==> src/rtl/ocm_port_arbiter_if.sv <==
// ocm_port_arbiter_if: requester A/B command handshakes and the OCM s2 port bundle.
interface ocm_port_arbiter_if #(
  parameter int ADDR_W = 15,
  parameter int DATA_W = 8
);
  logic              a_req;
  logic              a_write;
  logic [ADDR_W-1:0] a_addr;
  logic [DATA_W-1:0] a_wdata;
  logic              a_gnt;
  logic              a_rvalid;
  logic [DATA_W-1:0] a_rdata;
  logic              b_req;
  logic              b_write;
  logic [ADDR_W-1:0] b_addr;
  logic [DATA_W-1:0] b_wdata;
  logic              b_gnt;
  logic              b_rvalid;
  logic [DATA_W-1:0] b_rdata;
  logic [ADDR_W-1:0] mem_address;
  logic              mem_chipselect;
  logic              mem_clken;
  logic              mem_write;
  logic [DATA_W-1:0] mem_writedata;
  logic [DATA_W-1:0] mem_readdata;
  modport slave (
    input  a_req, a_write, a_addr, a_wdata, b_req, b_write, b_addr, b_wdata, mem_readdata,
    output a_gnt, a_rvalid, a_rdata, b_gnt, b_rvalid, b_rdata,
    output mem_address, mem_chipselect, mem_clken, mem_write, mem_writedata
  );
  modport master (
    output a_req, a_write, a_addr, a_wdata, b_req, b_write, b_addr, b_wdata, mem_readdata,
    input  a_gnt, a_rvalid, a_rdata, b_gnt, b_rvalid, b_rdata,
    input  mem_address, mem_chipselect, mem_clken, mem_write, mem_writedata
  );
endinterface

==> src/rtl/ocm_port_arbiter.sv <==
// ocm_port_arbiter: shares the OCM s2 port between zoom engine (A) and scan-out (B), tagging read returns.
// Define ARB_FIXED_PRIO_EN to make B win every conflict instead of round-robin.
module ocm_port_arbiter #(
  parameter int ADDR_W       = 15,
  parameter int DATA_W       = 8,
  parameter int READ_LATENCY = 1
) (
  input logic               clk_clk,
  input logic               reset_reset_n,
  input logic               sync_clr,
  ocm_port_arbiter_if.slave bus
);
  logic                    w_ok;
  logic                    w_a_gnt;
  logic                    w_b_gnt;
  logic                    r_cs;
  logic                    r_wr;
  logic                    r_own;
  logic                    r_clken;
  logic [ADDR_W-1:0]       r_addr;
  logic [DATA_W-1:0]       r_wdata;
  logic [READ_LATENCY-1:0] r_vld;
  logic [READ_LATENCY-1:0] r_vown;
  assign w_ok = reset_reset_n & ~sync_clr;
`ifdef ARB_FIXED_PRIO_EN
  assign w_a_gnt = w_ok & bus.a_req & ~bus.b_req;
`else
  localparam logic OWN_B = 1'b1;
  logic r_last_owner;
  assign w_a_gnt = w_ok & bus.a_req & (~bus.b_req | (r_last_owner == OWN_B));
  always_ff @(posedge clk_clk or negedge reset_reset_n) begin
    if (!reset_reset_n) r_last_owner <= OWN_B;
    else if (sync_clr) r_last_owner <= OWN_B;
    else if (w_a_gnt | w_b_gnt) r_last_owner <= w_b_gnt;
  end
`endif
  assign w_b_gnt = w_ok & bus.b_req & ~w_a_gnt;
  // r_vld/r_vown track reads already on the port; the tail lines up with mem_readdata
  always_ff @(posedge clk_clk or negedge reset_reset_n) begin
    if (!reset_reset_n) begin
      r_cs    <= 1'b0;
      r_wr    <= 1'b0;
      r_own   <= 1'b0;
      r_clken <= 1'b0;
      r_addr  <= '0;
      r_wdata <= '0;
      r_vld   <= '0;
      r_vown  <= '0;
    end else begin
      r_clken <= 1'b1;
      r_cs    <= w_a_gnt | w_b_gnt;
      r_wr    <= w_a_gnt ? bus.a_write : (w_b_gnt & bus.b_write);
      if (w_a_gnt | w_b_gnt) begin
        r_addr  <= w_a_gnt ? bus.a_addr : bus.b_addr;
        r_wdata <= w_a_gnt ? bus.a_wdata : bus.b_wdata;
        r_own   <= w_b_gnt;
      end
      r_vld[0]  <= ~sync_clr & r_cs & ~r_wr;
      r_vown[0] <= r_own;
      for (int i = 1; i < READ_LATENCY; i++) begin
        r_vld[i]  <= ~sync_clr & r_vld[i-1];
        r_vown[i] <= r_vown[i-1];
      end
    end
  end
  assign bus.a_gnt          = w_a_gnt;
  assign bus.b_gnt          = w_b_gnt;
  assign bus.a_rvalid       = ~sync_clr & r_vld[READ_LATENCY-1] & ~r_vown[READ_LATENCY-1];
  assign bus.b_rvalid       = ~sync_clr & r_vld[READ_LATENCY-1] & r_vown[READ_LATENCY-1];
  assign bus.a_rdata        = bus.mem_readdata;
  assign bus.b_rdata        = bus.mem_readdata;
  assign bus.mem_address    = r_addr;
  assign bus.mem_chipselect = r_cs;
  assign bus.mem_clken      = r_clken & ~sync_clr;
  assign bus.mem_write      = r_wr;
  assign bus.mem_writedata  = r_wdata;
endmodule

==> src/flat_wrapper.sv <==
// flat-port wrapper written by rule: the top's interface ports become plain ports
module ocm_port_arbiter_flat 
#(
  parameter int ADDR_W       = 15,
  parameter int DATA_W       = 8,
  parameter int READ_LATENCY = 1
)
  (clk_clk, reset_reset_n, sync_clr, bus_a_req, bus_a_write, bus_a_addr, bus_a_wdata, bus_b_req, bus_b_write, bus_b_addr, bus_b_wdata, bus_mem_readdata, bus_a_gnt, bus_a_rvalid, bus_a_rdata, bus_b_gnt, bus_b_rvalid, bus_b_rdata, bus_mem_address, bus_mem_chipselect, bus_mem_clken, bus_mem_write, bus_mem_writedata);
  ocm_port_arbiter_if #(.ADDR_W(ADDR_W), .DATA_W(DATA_W)) bus_i ();
  input logic clk_clk;
  input logic reset_reset_n;
  input logic sync_clr;
  input wire logic [$bits(bus_i.a_req)-1:0] bus_a_req;
  input wire logic [$bits(bus_i.a_write)-1:0] bus_a_write;
  input wire logic [$bits(bus_i.a_addr)-1:0] bus_a_addr;
  input wire logic [$bits(bus_i.a_wdata)-1:0] bus_a_wdata;
  input wire logic [$bits(bus_i.b_req)-1:0] bus_b_req;
  input wire logic [$bits(bus_i.b_write)-1:0] bus_b_write;
  input wire logic [$bits(bus_i.b_addr)-1:0] bus_b_addr;
  input wire logic [$bits(bus_i.b_wdata)-1:0] bus_b_wdata;
  input wire logic [$bits(bus_i.mem_readdata)-1:0] bus_mem_readdata;
  output wire logic [$bits(bus_i.a_gnt)-1:0] bus_a_gnt;
  output wire logic [$bits(bus_i.a_rvalid)-1:0] bus_a_rvalid;
  output wire logic [$bits(bus_i.a_rdata)-1:0] bus_a_rdata;
  output wire logic [$bits(bus_i.b_gnt)-1:0] bus_b_gnt;
  output wire logic [$bits(bus_i.b_rvalid)-1:0] bus_b_rvalid;
  output wire logic [$bits(bus_i.b_rdata)-1:0] bus_b_rdata;
  output wire logic [$bits(bus_i.mem_address)-1:0] bus_mem_address;
  output wire logic [$bits(bus_i.mem_chipselect)-1:0] bus_mem_chipselect;
  output wire logic [$bits(bus_i.mem_clken)-1:0] bus_mem_clken;
  output wire logic [$bits(bus_i.mem_write)-1:0] bus_mem_write;
  output wire logic [$bits(bus_i.mem_writedata)-1:0] bus_mem_writedata;
  assign bus_i.a_req = bus_a_req;
  assign bus_i.a_write = bus_a_write;
  assign bus_i.a_addr = bus_a_addr;
  assign bus_i.a_wdata = bus_a_wdata;
  assign bus_i.b_req = bus_b_req;
  assign bus_i.b_write = bus_b_write;
  assign bus_i.b_addr = bus_b_addr;
  assign bus_i.b_wdata = bus_b_wdata;
  assign bus_i.mem_readdata = bus_mem_readdata;
  assign bus_a_gnt = bus_i.a_gnt;
  assign bus_a_rvalid = bus_i.a_rvalid;
  assign bus_a_rdata = bus_i.a_rdata;
  assign bus_b_gnt = bus_i.b_gnt;
  assign bus_b_rvalid = bus_i.b_rvalid;
  assign bus_b_rdata = bus_i.b_rdata;
  assign bus_mem_address = bus_i.mem_address;
  assign bus_mem_chipselect = bus_i.mem_chipselect;
  assign bus_mem_clken = bus_i.mem_clken;
  assign bus_mem_write = bus_i.mem_write;
  assign bus_mem_writedata = bus_i.mem_writedata;
  ocm_port_arbiter #(.ADDR_W(ADDR_W), .DATA_W(DATA_W), .READ_LATENCY(READ_LATENCY)) u_core (.clk_clk(clk_clk), .reset_reset_n(reset_reset_n), .sync_clr(sync_clr), .bus(bus_i));
endmodule
==> config.mk <==
export PLATFORM = sky130hd
export DESIGN_NAME = ocm_port_arbiter_flat
export DESIGN_NICKNAME = d
export VERILOG_FILES = /design/src/rtl/ocm_port_arbiter_if.sv /design/src/rtl/ocm_port_arbiter.sv /design/src/flat_wrapper.sv
export SDC_FILE = /design/constraint.sdc
export NUM_CORES = 1
export LEC_CHECK = 0
export ABC_AREA = 1
export CAP_MARGIN = 20
export CORE_MARGIN = 5
export CORE_UTILIZATION = 35
export DETAILED_ROUTE_END_ITERATION = 6
export PLACE_DENSITY = 0.8
export SLEW_MARGIN = 20
export SYNTH_ARGS = -nofsm -noshare
export SYNTH_HDL_FRONTEND = slang
export SYNTH_SLANG_ARGS = --single-unit
==> constraint.sdc <==
create_clock -name clk_clk -period 1.8 [get_ports clk_clk]
set_input_delay 0.54 -clock clk_clk [delete_from_list [all_inputs] [get_ports clk_clk]]
set_output_delay 0.54 -clock clk_clk [all_outputs]
set_load 0.02 [all_outputs]
==> key figures, run 1 <==
Critical path
  – CP Capture Type: output pin
  – CP arrival: roughly 1300 ps
  – Worst Path Required: ~1300 ps
  – Cell breakdown of the critical path: dlygate4sd2_1 > inv_2 > nor2_4 > nand3_2 > inv_2 > nor2_4 > buf_6
  – R2R cell count: 8
  – Worst setup SP type: input port
  – Critical setup path kind: input port to output pin
  – Crit-path max cell delay: between 200 and 250 ps
  – FF-to-FF End: u_core.bus.mem_address[4]$_DFFE_PN0P_
  – Cell family with most CP delay: buffers and inverters
  – R2r setup slk: around 270 ps
  – WP buf/inv: 4
  – Crit path max fanout: 3
  – Crit-path slowest cell: dlygate4sd2_1
  – Reg2reg start: u_core.r_last_owner$_DFFE_PN1P_

Logic synthesis
  – Number of synthesized register bits: 30
  – Syn_nets: ~240
  – Synthesized instance count: ~180
  – Sequential share of the synthesized area: 48.0%
  – Mean Syn Cell Area: 8.61 µm²
  – Mapped cell area: about 1600 µm²
  – Synth Warn #: 0
  – Netlist cell types: 16

Placed design
  – Port bufs: ~80
  – Placer congestion estimate: roughly 0.8
  – Hpwl dp: between 3000 and 4000 µm
  – Post-Place Setup Slack: -822 ps
  – Area after DPL: 2390 µm²

Worst hold path
  – Worst Hold Endpoint: u_core.r_vown$_DFF_PN0_
  – Hold wc startpoint: u_core.r_own$_DFFE_PN0P_
  – Worst hold path type: flip-flop to flip-flop
  – Hold depth: 0

Pwr
  – Peak supply drop: around 0.48 mV
  – Pwr Density: around 790 nW/µm²
  – Lkg Pwr: roughly 1.4 nW

Clock tree
  – Root Buffer: clkbuf_8
  – Clock Sinks: 30
  – Longest Clk Path Bufs: 2
  – CTS clock-pin slew for the worst setup and hold paths: about 60 ps
  – CTS tree: built
  – Clock Latency Late Sink: between 200 and 300 ps
  – CTS H-tree lvls: 2
  – CTS buffer count: 5

Route
  – DRC Markers: 0
  – ANT nets after route: 0
  – DR WL/cell: between 15 and 20 µm
  – Vias per inst: 5.30
  – Drt total wl: just over 5000 µm
  – Iteration count of the initial detailed-routing pass: 4
  – Initial DRC count: 54
  – Vias: roughly 1700

Layout
  – Register area: 752 µm²
  – Largest register FFs: 15
  – Layout cells sized above 1: between 15 and 20%
  – Final core occ: roughly 59%
  – Most common cell after layout, fill and taps aside: nand3_1
  – Area of the multi-input gates: 612 µm²
  – Fillers: between 400 and 500
  – Area growth syn-to-layout: 63.0%
  – Diode count: 0
  – Post-route cell area: around 2600 µm²
  – Nets: 320
  – Commonest non-fill, non-tap cells in the layout: nand3_1 (70), clkdlybuf4s50_1 (48), dfrtp_1 (29)

Floorplan
  – Die height: a little under 80 µm
  – I/O pins: between 100 and 150
  – Chip Width: between 70 and 80 µm
  – Initial core utilization: 36.0%
  – Die ar.: roughly 6000 µm²
  – Core area: around 4400 µm²
  – Rows: 24

Timing
  – Final Hold Viols: 0
  – Count of final setup violators: 2
  – Min cycle time layout: around 1900 ps
  – Tcrit/Tclk final: 103%
  – Slew Viols, Final: 0
  – Fin Hold WS: between 300 and 400 ps
  – Worst Skew: between 7 and 8 ps
  – Unrepaired setup endpoints after global routing: true
  – FMAX: approximately 540 MHz
  – Worst Setup Slack, final: -51.2 ps

Status
  – Status: complete, but fails checks
  – Violated checks: negative setup slack

GRT
  – Antenna violations before repair: 0
  – Global-route wire length before repair: 8250 µm
  – Vias in the first global route: ~1700
  – Largest net degree at the start of global routing: 32
  – Overall Global Routing Usage: between 15 and 20%
  – Gr ovfl total: 0

Flow run
  – Maxcap violations: 0
what timing repair did:
item                                    in CTS  in global routing
pin swaps                                    1                  1
endpoints found under the hold margin        0                  0
resized for setup                           33                 24
gates cloned                                 0                  0
hold buffers                                 0                  0
endpoints found under the setup margin      32                 25
buffers inserted                             2                  3
layout make-up:
type / instances / share of cell area, %
inverter: 7 / 1.03
timing repair buffer: 101 / 39.5
tap: 52 / 2.55
sequential: 30 / 29.4
multi-input combinational: 114 / 23.9
clock buffer: 7 / 3.38
clock inverter: 1 / 0.196
metal layers:
layer	track usage [%]	part of all wire, %
met5	0	0
met4	6.47	1.7
met2	29.7	52
met3	5.85	6.3
met1	19.7	40
cell usage after synthesis:
| cell | n | area, µm² |
|---|---|---|
| nor2_1 | 5 | 18.8 |
| nand4_1 | 23 | 144 |
| conb_1 | 1 | 3.75 |
| o21a_1 | 1 | 7.51 |
| inv_2 | 1 | 3.75 |
| buf_4 | 16 | 120 |
| buf_2 | 11 | 55.1 |
| nand3_1 | 70 | 350 |
| dfstp_2 | 1 | 26.3 |
| nand2_1 | 10 | 37.5 |
| nand3_2 | 1 | 10.0 |
| clkbuf_1 | 4 | 15.0 |
| dfrtp_1 | 29 | 726 |
| o21ai_1 | 1 | 5.00 |
| nor2_4 | 2 | 22.5 |
| inv_1 | 6 | 22.5 |
power breakdown:
group,switching [mW],total (mW),leakage [nW],internal [mW]
logic,0.314,0.638,0.976,0.324
registers,0.0522,0.830,0.372,0.777
clock network,0.242,0.550,0.0482,0.308
logic make-up after synthesis:
| logic type | Yosys count | share of synthesized area [%] |
|---|---|---|
| other | 1 | 0.239 |
| AND/OR/NAND/NOR | 111 | 37.2 |
| AO/OA/AOI/OAI | 2 | 0.798 |
| buffers and inverters | 38 | 13.8 |
| flip-flops | 30 | 48.0 |
through the flow:
step	total power, mW	instances	setup TNS [ps]
2_1_floorplan	1.17	182	0
4_1_cts	2.06	309	-33.8
3_5_place_dp	1.51	299	-11580
3_3_place_gp	1.50	299	-11510
6_report	2.02	312	-65.9
5_1_grt	2.13	312	-156
worst max path at each step:
stage | from | to | slack, ps | cells past startpoint
after floorplan | reset_reset_n | bus_b_gnt | 20 | 5
after global placement | sync_clr | bus_a_gnt | -800 | 5
after detailed placement | sync_clr | bus_b_gnt | -820 | 5
after CTS | reset_reset_n | bus_b_gnt | -30 | 7
after global routing | reset_reset_n | bus_b_gnt | -100 | 7
final | reset_reset_n | bus_b_gnt | -50 | 7
(Power assumes the default switching activity.)
==> run 2: changes to the inputs <==
--- a/config.mk
+++ b/config.mk
@@ -10,6 +10,7 @@
 export CORE_MARGIN = 5
 export CORE_UTILIZATION = 35
 export DETAILED_ROUTE_END_ITERATION = 6
+export GPL_TIMING_DRIVEN = 0
 export PLACE_DENSITY = 0.8
 export SLEW_MARGIN = 20
 export SYNTH_ARGS = -nofsm -noshare
==> run 2 against run 1 <==
Effect of this change:
- the flow still finishes with violations (negative setup slack)
- critical path depth down 1
- worst hold slack got worse by 190 ps
- clock power is 1% higher
- worst setup slack improved by 51 ps
==> key figures, run 2 (synthesized netlist as in run 1, its figures left out) <==
Floorplan
  – Core area: around 4400 µm²
  – Chip Width: 76.9 µm
  – Die ar.: 5920 µm²
  – Initial core utilization: 36.0%
  – I/O pins: between 100 and 150
  – Die height: about 77 µm
  – Rows: 24

Status
  – Violated checks: negative setup slack
  – Status: complete, but fails checks

GRT
  – Global-route wire length before repair: around 8900 µm
  – Largest net degree at the start of global routing: 17
  – Overall Global Routing Usage: a little under a fifth
  – Gr ovfl total: 0
  – Antenna violations before repair: 0
  – Vias in the first global route: approximately 1700

Clock tree
  – CTS buffer count: 5
  – Longest Clk Path Bufs: 2
  – CTS H-tree lvls: 2
  – CTS clock-pin slew for the worst setup and hold paths: 70 ps
  – Clock Latency Late Sink: approximately 280 ps
  – Clock Sinks: 30
  – Root Buffer: clkbuf_8
  – CTS tree: built
  – Hold-fix buffers, CTS: 0

Route
  – ANT nets after route: 0
  – Vias: around 1800
  – DR WL/cell: about 16 µm
  – Wire length on met2: around 2800 µm
  – Metal3 WL: ~460 µm
  – Drt total wl: around 5600 µm
  – Iteration count of the initial detailed-routing pass: 4
  – Top sig layer: met4
  – Initial DRC count: 104
  – Metal-1 WL: 2170 µm
  – DRC Markers: 0
  – Vias per inst: between 5 and 6

Flow run
  – Maxcap violations: 0

Critical path
  – R2r setup slk: ~190 ps
  – Worst Path Required: between 1000 and 1500 ps
  – Critical setup path kind: flip-flop to output pin
  – CP Capture Type: output pin
  – Worst setup SP type: flip-flop
  – Crit path max fanout: 3
  – CP arrival: roughly 1300 ps

Layout
  – Largest register FFs: 15
  – Fillers: approximately 370
  – Area growth syn-to-layout: 84.1%
  – Nets: roughly 360
  – Commonest non-fill, non-tap cells in the layout: nand3_1 (70), clkdlybuf4s50_1 (69), buf_4 (30)
  – Layout cells sized above 1: about 20%
  – Post-route cell area: ~2900 µm²
  – Diode count: 0
  – Most common cell after layout, fill and taps aside: nand3_1

Placed design
  – Area after DPL: around 2600 µm²
  – Placer congestion estimate: about 0.77
  – Hpwl dp: 4010 µm
  – Port bufs: 97

Timing
  – Min cycle time layout: between 1500 and 2000 ps
  – Slew Viols, Final: 0
  – Count of final setup violators: 1
  – Fin Hold WS: 189 ps
  – Worst Setup Slack, final: -0.658 ps
  – Final Hold Viols: 0
  – Worst Skew: about 5.0 ps
  – Tcrit/Tclk final: 100%
  – Unrepaired setup endpoints after global routing: true
  – FMAX: ~560 MHz

Worst hold path
  – Worst hold path type: input port to async pin

Pwr
  – Lkg Pwr: 1.50 nW
  – Pwr Density: about 740 nW/µm²
  – Peak supply drop: 0.585 mV
## run 2: area by class of cell
| class | count | area, µm² | area share, % |
|---|---|---|---|
| buffer | 30 | 185 | 6.42 |
| clock buffer | 7 | 86.3 | 2.99 |
| clock inverter | 1 | 5.00 | 0.173 |
| inverter | 7 | 28.8 | 0.997 |
| multi-input combinational | 114 | 624 | 21.6 |
| sequential | 30 | 752 | 26.1 |
| tap | 52 | 65.1 | 2.25 |
| timing repair buffer | 110 | 1140 | 39.5 |
## run 2: final timing paths
kind | from | endpoint | cells past startpoint
max | u_core.r_last_owner$_DFFE_PN1P_ | bus_b_gnt | 6
min | reset_reset_n | u_core.bus.mem_address[1]$_DFFE_PN0P_ | 1
max reg2reg | u_core.r_last_owner$_DFFE_PN1P_ | u_core.bus.mem_writedata[4]$_DFFE_PN0P_ | 7
min reg2reg | u_core.r_own$_DFFE_PN0P_ | u_core.r_vown$_DFF_PN0_ | 0
max in group asynchronous | reset_reset_n | u_core.r_last_owner$_DFFE_PN1P_ | 2
min in group clk_clk | u_core.r_own$_DFFE_PN0P_ | u_core.r_vown$_DFF_PN0_ | 0
## run 2: layer usage
layer	up-vias	track usage, %
met4	0	5.77
met1	832	22.8
met5	-	0
met2	77	31.3
met3	11	5.50
li1	867	-
## run 2: repair_timing
action                     4_1_cts  5_1_grt
setup endpoints to repair       32       20
pin swaps                        4        2
buffers inserted                 7        5
resized for setup               37       20
gates cloned                     1        0
## run 2: metrics by stage
stage | std cells | setup TNS, ps | utilization (%) | power [mW] | worst slack [ps]
floorplan | 182 | 0 | - | 1.17 | 23.9
global placement | 331 | -55800 | 60.0 | 1.57 | -2400
detailed placement | 331 | -16890 | 59.9 | 1.58 | -1440
CTS | 347 | 0 | 64.5 | 2.16 | 0.0265
global route | 351 | -62.9 | 66.3 | 2.23 | -40.9
finish | 351 | -0.658 | 66.3 | 2.13 | -0.658
## run 2: worst max-delay path, stage by stage (launching register included)
cell and delay (ps):
dfstp_2 540, inv_2 40, nand2_4 70, nand3_4 80, inv_4 90, nor2_4 30, buf_6 120
## run 2: where the power goes
part / leakage, nW / internal [mW] / total [mW] / switching (mW)
clock network: 0.0482 / 0.308 / 0.556 / 0.249
logic: 1.08 / 0.390 / 0.744 / 0.355
registers: 0.372 / 0.777 / 0.829 / 0.0520
total: 1.50 / 1.47 / 2.13 / 0.655
==> run 3: changes to the inputs <==
--- a/config.mk
+++ b/config.mk
@@ -6,7 +6,7 @@
 export NUM_CORES = 1
 export LEC_CHECK = 0
 export ABC_AREA = 1
-export CAP_MARGIN = 20
+export CORE_ASPECT_RATIO = 1.4
 export CORE_MARGIN = 5
 export CORE_UTILIZATION = 35
 export DETAILED_ROUTE_END_ITERATION = 6
==> run 3 against run 2 <==
Effect of this change:
- the flow still finishes with violations (negative setup slack)
- final area shrank 1.1%
- final cell count grew 0.85%
- core utilization grew 0.48 points
- first-iteration DRC count shrank 24%
- clock skew is essentially flat
- global-route usage grew 0.81 points
- fmax shrank 0.67%
- critical path type is now input port to output pin
- critical endpoint unchanged
- largest cell class unchanged
- largest power group unchanged
==> key figures, run 3 (synthesized netlist as in run 1, its figures left out) <==
Status
  – Status: complete, but fails checks
  – Violated checks: negative setup slack

Timing
  – Tcrit/Tclk final: 101%
  – FMAX: ~550 MHz
  – Worst Skew: 4.96 ps
  – Min cycle time layout: about 1800 ps
  – Count of final setup violators: 1
  – Worst Setup Slack, final: -12.8 ps
  – Slew Viols, Final: 0
  – Setup TNS Final: -12.8 ps
  – Unrepaired setup endpoints after global routing: true
  – Final Hold Viols: 0

Route
  – Vias per inst: just over 5
  – DRC Markers: 0
  – Iteration count of the initial detailed-routing pass: 4
  – Drt total wl: approximately 5700 µm
  – Initial DRC count: 79
  – Vias: between 1500 and 2000
  – ANT nets after route: 0
  – DR WL/cell: approximately 16 µm

Clock tree
  – Root Buffer: clkbuf_8
  – CTS tree: built
  – CTS clock-pin slew for the worst setup and hold paths: 60 ps
  – CTS H-tree lvls: 2
  – Clock Sinks: 30
  – Clock Latency Late Sink: between 200 and 300 ps
  – Longest Clk Path Bufs: 2
  – CTS buffer count: 5
  – Hold-fix buffers, CTS: 0

Floorplan
  – Die height: roughly 89 µm
  – Chip Width: approximately 67 µm
  – Rows: 28
  – I/O pins: between 100 and 150
  – Die ar.: 5940 µm²
  – Core area: between 4000 and 5000 µm²
  – Initial core utilization: a little under two fifths

Placed design
  – Area after DPL: 2620 µm²
  – Hpwl dp: ~4100 µm
  – Placed cell count: around 340
  – Port bufs: 97
  – Placer congestion estimate: between 0.8 and 0.9

Worst hold path
  – Worst hold path type: input port to async pin

Pwr
  – Lkg Pwr: roughly 1.4 nW
  – Peak supply drop: roughly 0.57 mV
  – Pwr Density: about 730 nW/µm²
  – Design Power: roughly 2.1 mW

Critical path
  – R2R cell count: 6
  – Critical setup path kind: input port to output pin
  – FF-to-FF End: u_core.bus.mem_writedata[5]$_DFFE_PN0P_
  – CP Capture Type: output pin
  – Reg2reg start: u_core.r_last_owner$_DFFE_PN1P_
  – Crit path max fanout: 10
  – Worst setup SP type: input port
  – R2r setup slk: between 300 and 400 ps
  – Worst Path Required: ~1300 ps
  – CP arrival: 1270 ps

Layout
  – Area of the multi-input gates: 629 µm²
  – Final core occ: approximately 67%
  – Fillers: about 370
  – Diode count: 0
  – Commonest non-fill, non-tap cells in the layout: nand3_1 (70), clkdlybuf4s50_1 (70), dfrtp_1 (29)
  – Largest register FFs: 15
  – Post-route cell area: around 2900 µm²
  – Layout cells sized above 1: 19.4%
  – Register area: about 750 µm²
  – Fin cells: approximately 350
  – Area growth syn-to-layout: 82.0%
  – Nets: 354

GRT
  – Global-route wire length before repair: 8590 µm
  – Largest net degree at the start of global routing: 17
  – Overall Global Routing Usage: between 15 and 20%
  – Gr ovfl total: 0
  – Vias in the first global route: around 1700
  – Antenna violations before repair: 0

Flow run
  – Maxcap violations: 0
-- run 3: changes by cell type in the layout (fill, tap and decap cells not counted), moves of 2 or more --
cell             change
clkdlybuf4s15_2      +2
clkdlybuf4s15_1      -2
clkbuf_1             +2
dlymetal6s2s_1       -5
buf_4                -7
dlygate4sd2_1        +3
-- run 3: how the worst max path moves through the flow --
stage                        from        end  slack (ps)  cells past startpoint
floorplan           reset_reset_n  bus_b_gnt          20                      5
global placement    reset_reset_n  bus_b_gnt       -2440                      7
detailed placement  reset_reset_n  bus_b_gnt       -1470                      7
CTS                      sync_clr  bus_b_gnt        -0.4                      6
global route             sync_clr  bus_b_gnt         -30                      6
finish                   sync_clr  bus_b_gnt         -10                      6
-- run 3: metal layers --
layer | global-route usage (%) | wire [µm] | vias up
met5 | 0 | 0 | -
met4 | 6.65 | 47 | 0
met3 | 4.65 | 450 | 2
met2 | 33.8 | 3050 | 88
met1 | 23.4 | 2120 | 872
li1 | - | - | 857
-- run 3: repair_timing --
item                                   4_1_cts  5_1_grt
resized for setup                           47       15
buffers inserted                             5        1
endpoints found under the hold margin        0        0
pin swaps                                    3        2
setup endpoints to repair                   40       14
cloned                                       1        0
-- run 3: per-stage QoR --
stage	hold slack (ps)	setup WS, ps
3_5_place_dp	369	-1470
3_3_place_gp	363	-2440
6_report	193	-12.8
2_1_floorplan	244	23.9
4_1_cts	187	-0.370
5_1_grt	191	-27.4
-- run 3: worst max-delay path, stage by stage --
cell	delay (ps)
buf_4	130
nor2_4	160
nand2_4	80
buf_8	150
nor2_4	100
buf_6	120
-- run 3: area by class of cell --
class / instances / share of cell area, %
Inverter: 7 / 1.01
Multi-Input combinational cell: 114 / 22.1
Buffer: 31 / 7.01
Timing Repair Buffer: 104 / 38.1
Tap cell: 60 / 2.63
Clock buffer: 8 / 2.81
Sequential cell: 30 / 26.3
-- run 3: where the power goes --
part	switching (mW)	internal (mW)
clock network	0.237	0.274
logic	0.359	0.382
registers	0.0508	0.777
